$ cat src/rtl/uart_rx_frame_fifo_if.sv
// Receive-side bundle between a UART deserialiser/consumer and uart_rx_frame_fifo.
// The slave modport is the FIFO side; the master modport is the producer/consumer side.
interface uart_rx_frame_fifo_if #(
    parameter int DATA_BITS = 8,
    parameter int FRAME_W   = 11,
    parameter int CNT_W     = 4
);
    logic [FRAME_W-1:0]   data_parll;
    logic                 recieved_flag;
    logic                 rd_en;
    logic                 err_clr;
    logic [DATA_BITS-1:0] rd_data;
    logic                 rd_perr;
    logic                 rd_ferr;
    logic                 empty;
    logic                 full;
    logic [CNT_W-1:0]     count;
    logic                 parity_err;
    logic                 frame_err;
    logic                 overrun_err;

    modport slave (
        input  data_parll, recieved_flag, rd_en, err_clr,
        output rd_data, rd_perr, rd_ferr, empty, full, count,
               parity_err, frame_err, overrun_err
    );

    modport master (
        output data_parll, recieved_flag, rd_en, err_clr,
        input  rd_data, rd_perr, rd_ferr, empty, full, count,
               parity_err, frame_err, overrun_err
    );
endinterface

$ cat src/rtl/uart_rx_frame_fifo.sv
// UART frame checker + FIFO: capture, then check/write (entry visible 2 edges after recieved_flag); writes into a full FIFO are dropped with overrun_err.
// Define UART_RX_ERR_DROP_EN to discard frames with parity/framing errors instead of storing them tagged.
module uart_rx_frame_fifo #(
    parameter int DATA_BITS  = 8,
    parameter int PARITY_EN  = 1,
    parameter int STOP_BITS  = 1,
    parameter int PARITY_ODD = 0,
    parameter int FIFO_DEPTH = 8
) (
    input  logic                  baud_clk,
    input  logic                  reset_n,
    uart_rx_frame_fifo_if.slave   bus
);
    localparam int FRAME_W = 1 + DATA_BITS + PARITY_EN + STOP_BITS;
    localparam int PTR_W   = $clog2(FIFO_DEPTH);
    localparam int CNT_W   = PTR_W + 1;

    typedef struct packed {
        logic                 ferr;
        logic                 perr;
        logic [DATA_BITS-1:0] data;
    } entry_t;

    logic [FRAME_W-1:0]   cap_q;
    logic                 cap_vld_q;
    entry_t               mem_q [FIFO_DEPTH];
    logic [PTR_W-1:0]     wr_ptr_q, wr_ptr_d;
    logic [PTR_W-1:0]     rd_ptr_q, rd_ptr_d;
    logic [CNT_W-1:0]     count_q, count_d;
    logic [DATA_BITS-1:0] rd_data_q;
    logic                 rd_perr_q, rd_ferr_q;
    logic                 perr_flag_q, perr_flag_d;
    logic                 ferr_flag_q, ferr_flag_d;
    logic                 ovr_flag_q, ovr_flag_d;

    logic [DATA_BITS-1:0] cap_data;
    logic [STOP_BITS-1:0] cap_stop;
    logic                 perr, ferr;
    logic                 wr_req, is_full, pop, push, ovr;
    entry_t               wr_entry;

    assign cap_data = cap_q[DATA_BITS:1];
    assign cap_stop = cap_q[FRAME_W-1 -: STOP_BITS];
    assign ferr     = cap_q[0] | ~(&cap_stop);

    generate
        if (PARITY_EN != 0) begin : g_par
            assign perr = ((^cap_data) ^ cap_q[DATA_BITS+1]) != (PARITY_ODD != 0);
        end else begin : g_nopar
            assign perr = 1'b0;
        end
    endgenerate

`ifdef UART_RX_ERR_DROP_EN
    assign wr_req = cap_vld_q & ~perr & ~ferr;
`else
    assign wr_req = cap_vld_q;
`endif

    // Only clean frames reach the FIFO when dropping is enabled, so stored tags are then always 0.
    assign wr_entry = '{ferr: ferr, perr: perr, data: cap_data};
    assign is_full  = (count_q == CNT_W'(FIFO_DEPTH));
    assign pop      = bus.rd_en && (count_q != '0);
    assign push     = wr_req && (!is_full || pop);
    assign ovr      = wr_req && is_full && !pop;

    always_comb begin
        wr_ptr_d = wr_ptr_q;
        rd_ptr_d = rd_ptr_q;
        count_d  = count_q;
        if (push) wr_ptr_d = wr_ptr_q + PTR_W'(1);
        if (pop)  rd_ptr_d = rd_ptr_q + PTR_W'(1);
        case ({push, pop})
            2'b10:   count_d = count_q + CNT_W'(1);
            2'b01:   count_d = count_q - CNT_W'(1);
            default: count_d = count_q;
        endcase
        // A detection in the same cycle as err_clr leaves the flag set.
        perr_flag_d = bus.err_clr ? 1'b0 : perr_flag_q;
        ferr_flag_d = bus.err_clr ? 1'b0 : ferr_flag_q;
        ovr_flag_d  = bus.err_clr ? 1'b0 : ovr_flag_q;
        if (cap_vld_q && perr) perr_flag_d = 1'b1;
        if (cap_vld_q && ferr) ferr_flag_d = 1'b1;
        if (ovr)               ovr_flag_d  = 1'b1;
    end

    always_ff @(posedge baud_clk or negedge reset_n) begin
        if (!reset_n) begin
            cap_q       <= '0;
            cap_vld_q   <= 1'b0;
            wr_ptr_q    <= '0;
            rd_ptr_q    <= '0;
            count_q     <= '0;
            rd_data_q   <= '0;
            rd_perr_q   <= 1'b0;
            rd_ferr_q   <= 1'b0;
            perr_flag_q <= 1'b0;
            ferr_flag_q <= 1'b0;
            ovr_flag_q  <= 1'b0;
        end else begin
            cap_vld_q <= bus.recieved_flag;
            if (bus.recieved_flag) cap_q <= bus.data_parll;
            wr_ptr_q    <= wr_ptr_d;
            rd_ptr_q    <= rd_ptr_d;
            count_q     <= count_d;
            perr_flag_q <= perr_flag_d;
            ferr_flag_q <= ferr_flag_d;
            ovr_flag_q  <= ovr_flag_d;
            if (pop) begin
                rd_data_q <= mem_q[rd_ptr_q].data;
                rd_perr_q <= mem_q[rd_ptr_q].perr;
                rd_ferr_q <= mem_q[rd_ptr_q].ferr;
            end
        end
    end

    // Storage needs no reset: pointers and count define which slots are live.
    always_ff @(posedge baud_clk) begin
        if (push) mem_q[wr_ptr_q] <= wr_entry;
    end

    assign bus.rd_data     = rd_data_q;
    assign bus.rd_perr     = rd_perr_q;
    assign bus.rd_ferr     = rd_ferr_q;
    assign bus.count       = count_q;
    assign bus.empty       = (count_q == '0);
    assign bus.full        = is_full;
    assign bus.parity_err  = perr_flag_q;
    assign bus.frame_err   = ferr_flag_q;
    assign bus.overrun_err = ovr_flag_q;
endmodule

$ cat src/flat_wrapper.sv
// flat-port wrapper written by rule: the top's interface ports become plain ports
module uart_rx_frame_fifo_flat 
#(
    parameter int DATA_BITS  = 8,
    parameter int PARITY_EN  = 1,
    parameter int STOP_BITS  = 1,
    parameter int PARITY_ODD = 0,
    parameter int FIFO_DEPTH = 8
)
  (baud_clk, reset_n, bus_data_parll, bus_recieved_flag, bus_rd_en, bus_err_clr, bus_rd_data, bus_rd_perr, bus_rd_ferr, bus_empty, bus_full, bus_count, bus_parity_err, bus_frame_err, bus_overrun_err);
  uart_rx_frame_fifo_if #(.DATA_BITS(DATA_BITS), .FRAME_W((11)), .CNT_W((4))) bus_i ();
  input  logic baud_clk;
  input  logic reset_n;
  input wire logic [$bits(bus_i.data_parll)-1:0] bus_data_parll;
  input wire logic [$bits(bus_i.recieved_flag)-1:0] bus_recieved_flag;
  input wire logic [$bits(bus_i.rd_en)-1:0] bus_rd_en;
  input wire logic [$bits(bus_i.err_clr)-1:0] bus_err_clr;
  output wire logic [$bits(bus_i.rd_data)-1:0] bus_rd_data;
  output wire logic [$bits(bus_i.rd_perr)-1:0] bus_rd_perr;
  output wire logic [$bits(bus_i.rd_ferr)-1:0] bus_rd_ferr;
  output wire logic [$bits(bus_i.empty)-1:0] bus_empty;
  output wire logic [$bits(bus_i.full)-1:0] bus_full;
  output wire logic [$bits(bus_i.count)-1:0] bus_count;
  output wire logic [$bits(bus_i.parity_err)-1:0] bus_parity_err;
  output wire logic [$bits(bus_i.frame_err)-1:0] bus_frame_err;
  output wire logic [$bits(bus_i.overrun_err)-1:0] bus_overrun_err;
  assign bus_i.data_parll = bus_data_parll;
  assign bus_i.recieved_flag = bus_recieved_flag;
  assign bus_i.rd_en = bus_rd_en;
  assign bus_i.err_clr = bus_err_clr;
  assign bus_rd_data = bus_i.rd_data;
  assign bus_rd_perr = bus_i.rd_perr;
  assign bus_rd_ferr = bus_i.rd_ferr;
  assign bus_empty = bus_i.empty;
  assign bus_full = bus_i.full;
  assign bus_count = bus_i.count;
  assign bus_parity_err = bus_i.parity_err;
  assign bus_frame_err = bus_i.frame_err;
  assign bus_overrun_err = bus_i.overrun_err;
  uart_rx_frame_fifo #(.DATA_BITS(DATA_BITS), .PARITY_EN(PARITY_EN), .STOP_BITS(STOP_BITS), .PARITY_ODD(PARITY_ODD), .FIFO_DEPTH(FIFO_DEPTH)) u_core (.baud_clk(baud_clk), .reset_n(reset_n), .bus(bus_i));
endmodule
$ cat config.mk
export PLATFORM = sky130hd
export DESIGN_NAME = uart_rx_frame_fifo_flat
export DESIGN_NICKNAME = d
export VERILOG_FILES = /design/src/rtl/uart_rx_frame_fifo_if.sv /design/src/rtl/uart_rx_frame_fifo.sv /design/src/flat_wrapper.sv
export SDC_FILE = /design/constraint.sdc
export NUM_CORES = 1
export LEC_CHECK = 0
export CAP_MARGIN = 25
export CORE_MARGIN = 1.5
export CORE_UTILIZATION = 53
export CTS_CLUSTER_SIZE = 40
export DETAILED_ROUTE_END_ITERATION = 8
export GPL_ROUTABILITY_DRIVEN = 0
export PLACE_DENSITY = 0.74
export SLEW_MARGIN = 20
export SYNTH_ARGS = -nofsm -noshare
export SYNTH_HDL_FRONTEND = slang
export SYNTH_SLANG_ARGS = --single-unit
export TNS_END_PERCENT = 50
$ cat constraint.sdc
create_clock -name baud_clk -period 2.9 [get_ports baud_clk]
set_input_delay 0.58 -clock baud_clk [delete_from_list [all_inputs] [get_ports baud_clk]]
set_output_delay 0.58 -clock baud_clk [all_outputs]
set_load 0.01 [all_outputs]
==> metrics, run 1 <==
status completed; worst setup margin 0.149 ns; min Tclk post-route 2.75 ns; largest net degree at the start of global routing 36; final slew viol count 0; first-pass GRT wire length between 10 and 15 mm; CORE AREA approximately 8300 µm²; Max Cap Violations 0; worst setup path end bus_full; number of port buffers 34; # rows 33; setup repair bufs after CTS 0; worst-path fanout max 6; dpl hpwl a little under 5 mm; H-tree levels 4; root buffer cell clkbuf_8; number of synthesized flops with an enable pin 80; die extent in y just under 100 µm; Yosys reg bits between 100 and 150; die area 9250 µm²; min-delay worst type input port to async pin; top post-synthesis cells by count edfxtp_1, dfrtp_1, mux4_2, nand2_1; sequential share of the synthesized area 71.3%; Antenna Cells 0; reg2reg start u_core.bus.count[2]; Post-Synth XOR/XNOR Area around 3.2%; mux share of post-synthesis cell area 15.6%; I/O pin count 35; Post-Synthesis Cells 250; Synthesized Nets 271; fin cells 424; Skew-Pair Late Insertion Delay 0.51 ns; drt drc 0; DRT met1 WL 3.82 mm; crit end category output pin; asr flop ratio synth 30.4%; Startpoint Class flop; Post-Synth Simple-Gate Area 3.67%; CTS Sinks ~120; final net count 327; synthesized area per cell 18.4 µm²; cts bufs inserted 17; synthesized cell area 4600 µm²; Synth area leaders edfxtp_1, dfrtp_1, mux4_2, mux2_2, mux2i_1; compound-cell area share of the yosys netlist 3.37%; count leader, synth edfxtp_1; most area-hungry cell type in the Yosys netlist edfxtp_1; via count 2331; antenna viol nets, final 0; Synth cell types 35; routed wl met2 roughly 3.8 mm; clock transition at the registers of the reported paths 0.05 ns; Post-CTS Hold Fix Bufs 0; initial antenna violation count 0; Fin Setup TNS 0 ns; Most used DFF post-synth edfxtp_1; Crit Path Class flop to output pin; Worst Path Required 2.32 ns; Final Skew 0.0103 ns; largest family of logic cells by synthesized area multiplexers; Synth Area in Adders 1.52%; DP Worst Slack 0.267 ns; Max Used Layer met4; GRT overflow 0; unrepaired setup endpoints after global routing false; layout cells sized above 1 roughly a quarter; top-area cell type share of the netlist area a little over half; Leakage 2.12 nW; CTS tree yes; vias per inst 5.50; DR iter-0 viols 117; Fillers around 530; reg-to-reg endpoint u_core.bus.count[3]; Max Clk Rate between 300 and 400 MHz; Power Density 1040 nW/µm²; WL per Instance ~19 µm; Layout area overhead 23.8%; routed wl met3 322 µm; Critical path origin u_core.bus.count[2]; Peak VDD IR 0.561 mV; First-pass DRT Iterations 5; Max-slew headroom 47.1%; Reg2Reg Depth 8; cts repair resizes 0; Final Cycle Share 94.9%; Total Routing Usage GR 20.2%; Worst Path Arrival 2.17 ns; final setup vio count 0; number of global-route vias before repair roughly 2300; final wirelength 8.04 mm; Starting Density 55.4%; setup slack, reg-to-reg 0.66 ns; CTS max path bufs 2; Worst-Margin Slew 0.794 ns; Hold Vio Cnt, Final 0; Die W 96.2 µm; Cells after DPL approximately 390; Yosys warnings 0
where the power goes:
group	internal [mW]	leakage (nW)	total, mW	switching [mW]
registers	2.16	1.14	2.43	0.274
logic	0.862	0.699	1.60	0.736
clock network	1.24	0.276	1.89	0.651
total	4.26	2.12	5.92	1.66
layout make-up:
| type | count | area (µm²) | share of cell area (%) |
|---|---|---|---|
| clock buffer | 27 | 502 | 8.81 |
| sequential | 115 | 3280 | 57.5 |
| tap | 105 | 131 | 2.31 |
| clock inverter | 5 | 50.0 | 0.879 |
| multi-input combinational | 119 | 1280 | 22.5 |
| inverter | 6 | 22.5 | 0.395 |
| timing repair buffer | 47 | 433 | 7.60 |
how the worst min path moves through the flow:
stage / start / endpoint / cells past startpoint
2_1_floorplan: reset_n / u_core.bus.count[0] / 0
4_1_cts: reset_n / u_core.cap_q[6] / 1
6_report: reset_n / u_core.bus.parity_err / 1
3_3_place_gp: u_core.bus.rd_perr / u_core.bus.rd_perr / 2
3_5_place_dp: u_core.bus.rd_data[5] / u_core.bus.rd_data[5] / 2
5_1_grt: reset_n / u_core.cap_q[10] / 1
worst max-delay path, cell delays in order, from the launching register on:
cell	delay (ns)
dfrtp_1	0.45
or4b_4	0.61
inv_1	0.08
clkdlybuf4s50_1	0.53
state kept, by name, summed over array words and instances (netlist names):
signal	cells
u_core.bus.frame_err	1
u_core.bus.parity_err	1
u_core.wr_ptr_q	3
u_core.bus.rd_perr	1
u_core.bus.overrun_err	1
u_core.cap_q	11
u_core.rd_ptr_q	3
u_core.bus.rd_ferr	1
u_core.bus.rd_data	8
u_core.bus.count	4
u_core.mem_q	80
u_core.cap_vld_q	1
layer usage:
| layer | vias up | track usage (%) |
|---|---|---|
| li1 | 1082 | - |
| met1 | 1191 | 28.2 |
| met2 | 52 | 29.7 |
| met3 | 6 | 7.58 |
| met4 | 0 | 6.25 |
| met5 | - | 0 |
per-stage QoR:
stage                     utilization, %  total power [mW]  hold slack, ns  cell area (µm²)
after floorplan                        -              3.43           0.284             4600
after global placement              62.0              4.01           0.461             5140
after detailed placement            62.0              4.07           0.478             5140
after CTS                           68.6              5.99           0.170             5700
after global routing                68.6              6.23           0.202             5700
final                               68.6              5.92           0.161             5700
kinds of logic after synthesis:
kind of cell / after synthesis
buffers and inverters: 16
adders and majority gates: 5
DFF: 115
muxes: 45
AOI/OAI and AO/OA: 20
xor gates and xnor gates: 15
and+or+nand+nor: 34
cell usage in the layout, fill, tap and decap left out, types with 2 or more instances in the layout:
cell	netlist	routed
buf_4	0	13
o21ai_1	8	8
nor3_1	3	3
mux4_2	20	20
dfrtp_1	35	35
clkinv_2	0	4
inv_1	6	6
clkdlybuf4s50_1	0	33
nor3b_1	2	2
xor2_1	4	4
mux2i_1	12	12
a22o_1	3	3
nand2_1	17	17
ha_1	4	4
xnor2_1	10	10
mux2_2	12	12
clkbuf_8	0	6
clkbuf_1	4	5
o21ai_0	2	2
clkbuf_16	0	16
edfxtp_1	80	80
nor2_1	6	6
No activity file was read; power rests on OpenSTA's default activity.
==> run 2, diff against run 1 <==
--- a/config.mk
+++ b/config.mk
@@ -5,12 +5,13 @@
 export SDC_FILE = /design/constraint.sdc
 export NUM_CORES = 1
 export LEC_CHECK = 0
-export CAP_MARGIN = 25
+export CORE_ASPECT_RATIO = 0.75
 export CORE_MARGIN = 1.5
 export CORE_UTILIZATION = 53
 export CTS_CLUSTER_SIZE = 40
 export DETAILED_ROUTE_END_ITERATION = 8
 export GPL_ROUTABILITY_DRIVEN = 0
+export GPL_TIMING_DRIVEN = 0
 export PLACE_DENSITY = 0.74
 export SLEW_MARGIN = 20
 export SYNTH_ARGS = -nofsm -noshare
==> run 2 against run 1 <==
  * Clock skew is 0.0011 ns lower
  * Sequential share of layout area is 0.60 points lower
  * Largest power group unchanged
  * Cell area is 1.1% higher
  * Critical endpoint unchanged
  * Maximum frequency is 3.8% higher
  * Count of clock-buffer cells in the layout is 1 lower
==> metrics, run 2 (same netlist as run 1, synthesis figures left out) <==
final slew viol count 0; number of global-route vias before repair 2489; max reg flops 80; final setup vio count 0; Power Total approximately 6.0 mW; Power Density 1050 nW/µm²; Final Cycle Share 91.4%; Critical path origin u_core.bus.count[2]; antenna viol nets, final 0; most frequent cells in the layout edfxtp_1, dfrtp_1, clkdlybuf4s50_1; WL per Instance 18.7 µm; Max Cap Violations 0; Fin Setup TNS 0 ns; reg2reg start u_core.bus.count[2]; I/O pin count 35; crit end category output pin; status completed; die area 9250 µm²; leading cell type in the layout, fill and taps excluded edfxtp_1; CP peak stage delay 0.61 ns; Post-CTS Hold Fix Bufs 0; Crit-path slowest cell or4b_4; initial antenna violation count 0; H-tree levels 4; Total Routing Usage GR 19.8%; CTS tree yes; Worst-Margin Slew ~0.95 ns; # rows 29; Worst Path Required 2.32 ns; Reg2Reg Depth 8; largest net degree at the start of global routing 24; drt drc 0; min Tclk post-route 2.65 ns; die extent in y about 84 µm; Skew-Pair Late Insertion Delay 0.41 ns; First-pass DRT Iterations 4; Crit Path Class flop to output pin; Register Area ~3300 µm²; DR iter-0 viols 112; first-pass GRT wire length 13.3 mm; Layout area overhead 25.1%; Startpoint Class flop; Worst Path Arrival 2.07 ns; Most flops, register u_core.mem_q; cts repair resizes 0; Max Clk Rate 377 MHz; footprint of the multi-input gates 1290 µm²; final net count 332; Fillers 579; worst path cell trace or4b_4 -> inv_1 -> clkdlybuf4s50_1; unrepaired setup endpoints after global routing false; layout cells sized above 1 roughly 26%; setup repair bufs after CTS 0; Final Skew 0.00923 ns; setup slack, reg-to-reg ~0.28 ns; final wirelength between 8 and 9 mm; Hold Vio Cnt, Final 0; cts bufs inserted 17; Starting Density roughly 54%; GRT overflow 0; via count 2398; min-delay worst type input port to async pin; CORE AREA 8450 µm²; number of port buffers 34; Leakage 2.13 nW; Antenna Cells 0; clock transition at the registers of the reported paths 0.05 ns; worst-path fanout max 6; reg-to-reg endpoint u_core.bus.count[3]; root buffer cell clkbuf_16; dpl hpwl 5.52 mm; Peak VDD IR 0.716 mV; CTS Sinks around 120; CTS max path bufs 2; Max-slew headroom between 30% and 40%; vias per inst 5.55; Die W 111 µm
-- run 2: cell count changes in the layout (fill, tap and decap cells not counted), moves of 2 or more --
cell / before / now
buf_2: 1 / 6
buf_4: 13 / 7
clkbuf_1: 5 / 10
clkbuf_8: 6 / 3
nor3_1: 3 / 0
nor3_2: 0 / 3
nor3b_1: 2 / 0
nor3b_2: 0 / 2
-- run 2: stage by stage --
step | hold slack, ns | std cells | worst slack, ns | area [µm²] | utilization [%]
after floorplan | 0.284 | 250 | 0.503 | 4600 | -
after global placement | 0.464 | 392 | -0.778 | 5080 | 60.0
after detailed placement | 0.472 | 400 | -0.0841 | 5190 | 61.4
after CTS | 0.0612 | 432 | 0.240 | 5760 | 68.1
after global routing | 0.0710 | 432 | 0.0938 | 5760 | 68.1
final | 0.0670 | 432 | 0.249 | 5760 | 68.1
-- run 2: worst max-delay path by stage --
| stage | endpoint | slack [ns] | cells after the start |
|---|---|---|---|
| floorplan | u_core.mem_q[2][0] | 0.50 | 3 |
| global placement | u_core.mem_q[2][0] | -0.78 | 3 |
| detailed placement | u_core.bus.count[3] | -0.08 | 9 |
| CTS | bus_full | 0.24 | 3 |
| global route | u_core.bus.count[3] | 0.09 | 8 |
| finish | bus_full | 0.25 | 3 |
-- run 2: routing by layer --
metal / vias up / routed length (µm) / global-route usage [%]
met4: 0 / 143 / 8.74
met1: 1211 / 3740 / 27.8
met5: - / 0 / 0
li1: 1094 / - / -
met2: 76 / 3700 / 28.9
met3: 17 / 508 / 6.39
-- run 2: final cells by class --
type / count / area share (%)
Sequential cell: 115 / 56.9
Multi-Input combinational cell: 119 / 22.5
Buffer: 10 / 0.761
Timing Repair Buffer: 42 / 7.22
Clock inverter: 6 / 1.37
Inverter: 6 / 0.391
Tap cell: 108 / 2.35
Clock buffer: 26 / 8.50
-- run 2: critical path, delay by kind of cell (launching register included) --
kind,cells,cell delay [ns]
buffers and inverters,2,0.59
AND/OR/NAND/NOR,1,0.61
flip-flops,1,0.45
-- run 2: where the power goes --
group | switching (mW) | internal (mW) | total (mW)
Combinational | 0.800 | 0.856 | 1.66
Clock | 0.667 | 1.32 | 1.99
Sequential | 0.228 | 2.16 | 2.39
Total | 1.69 | 4.34 | 6.04
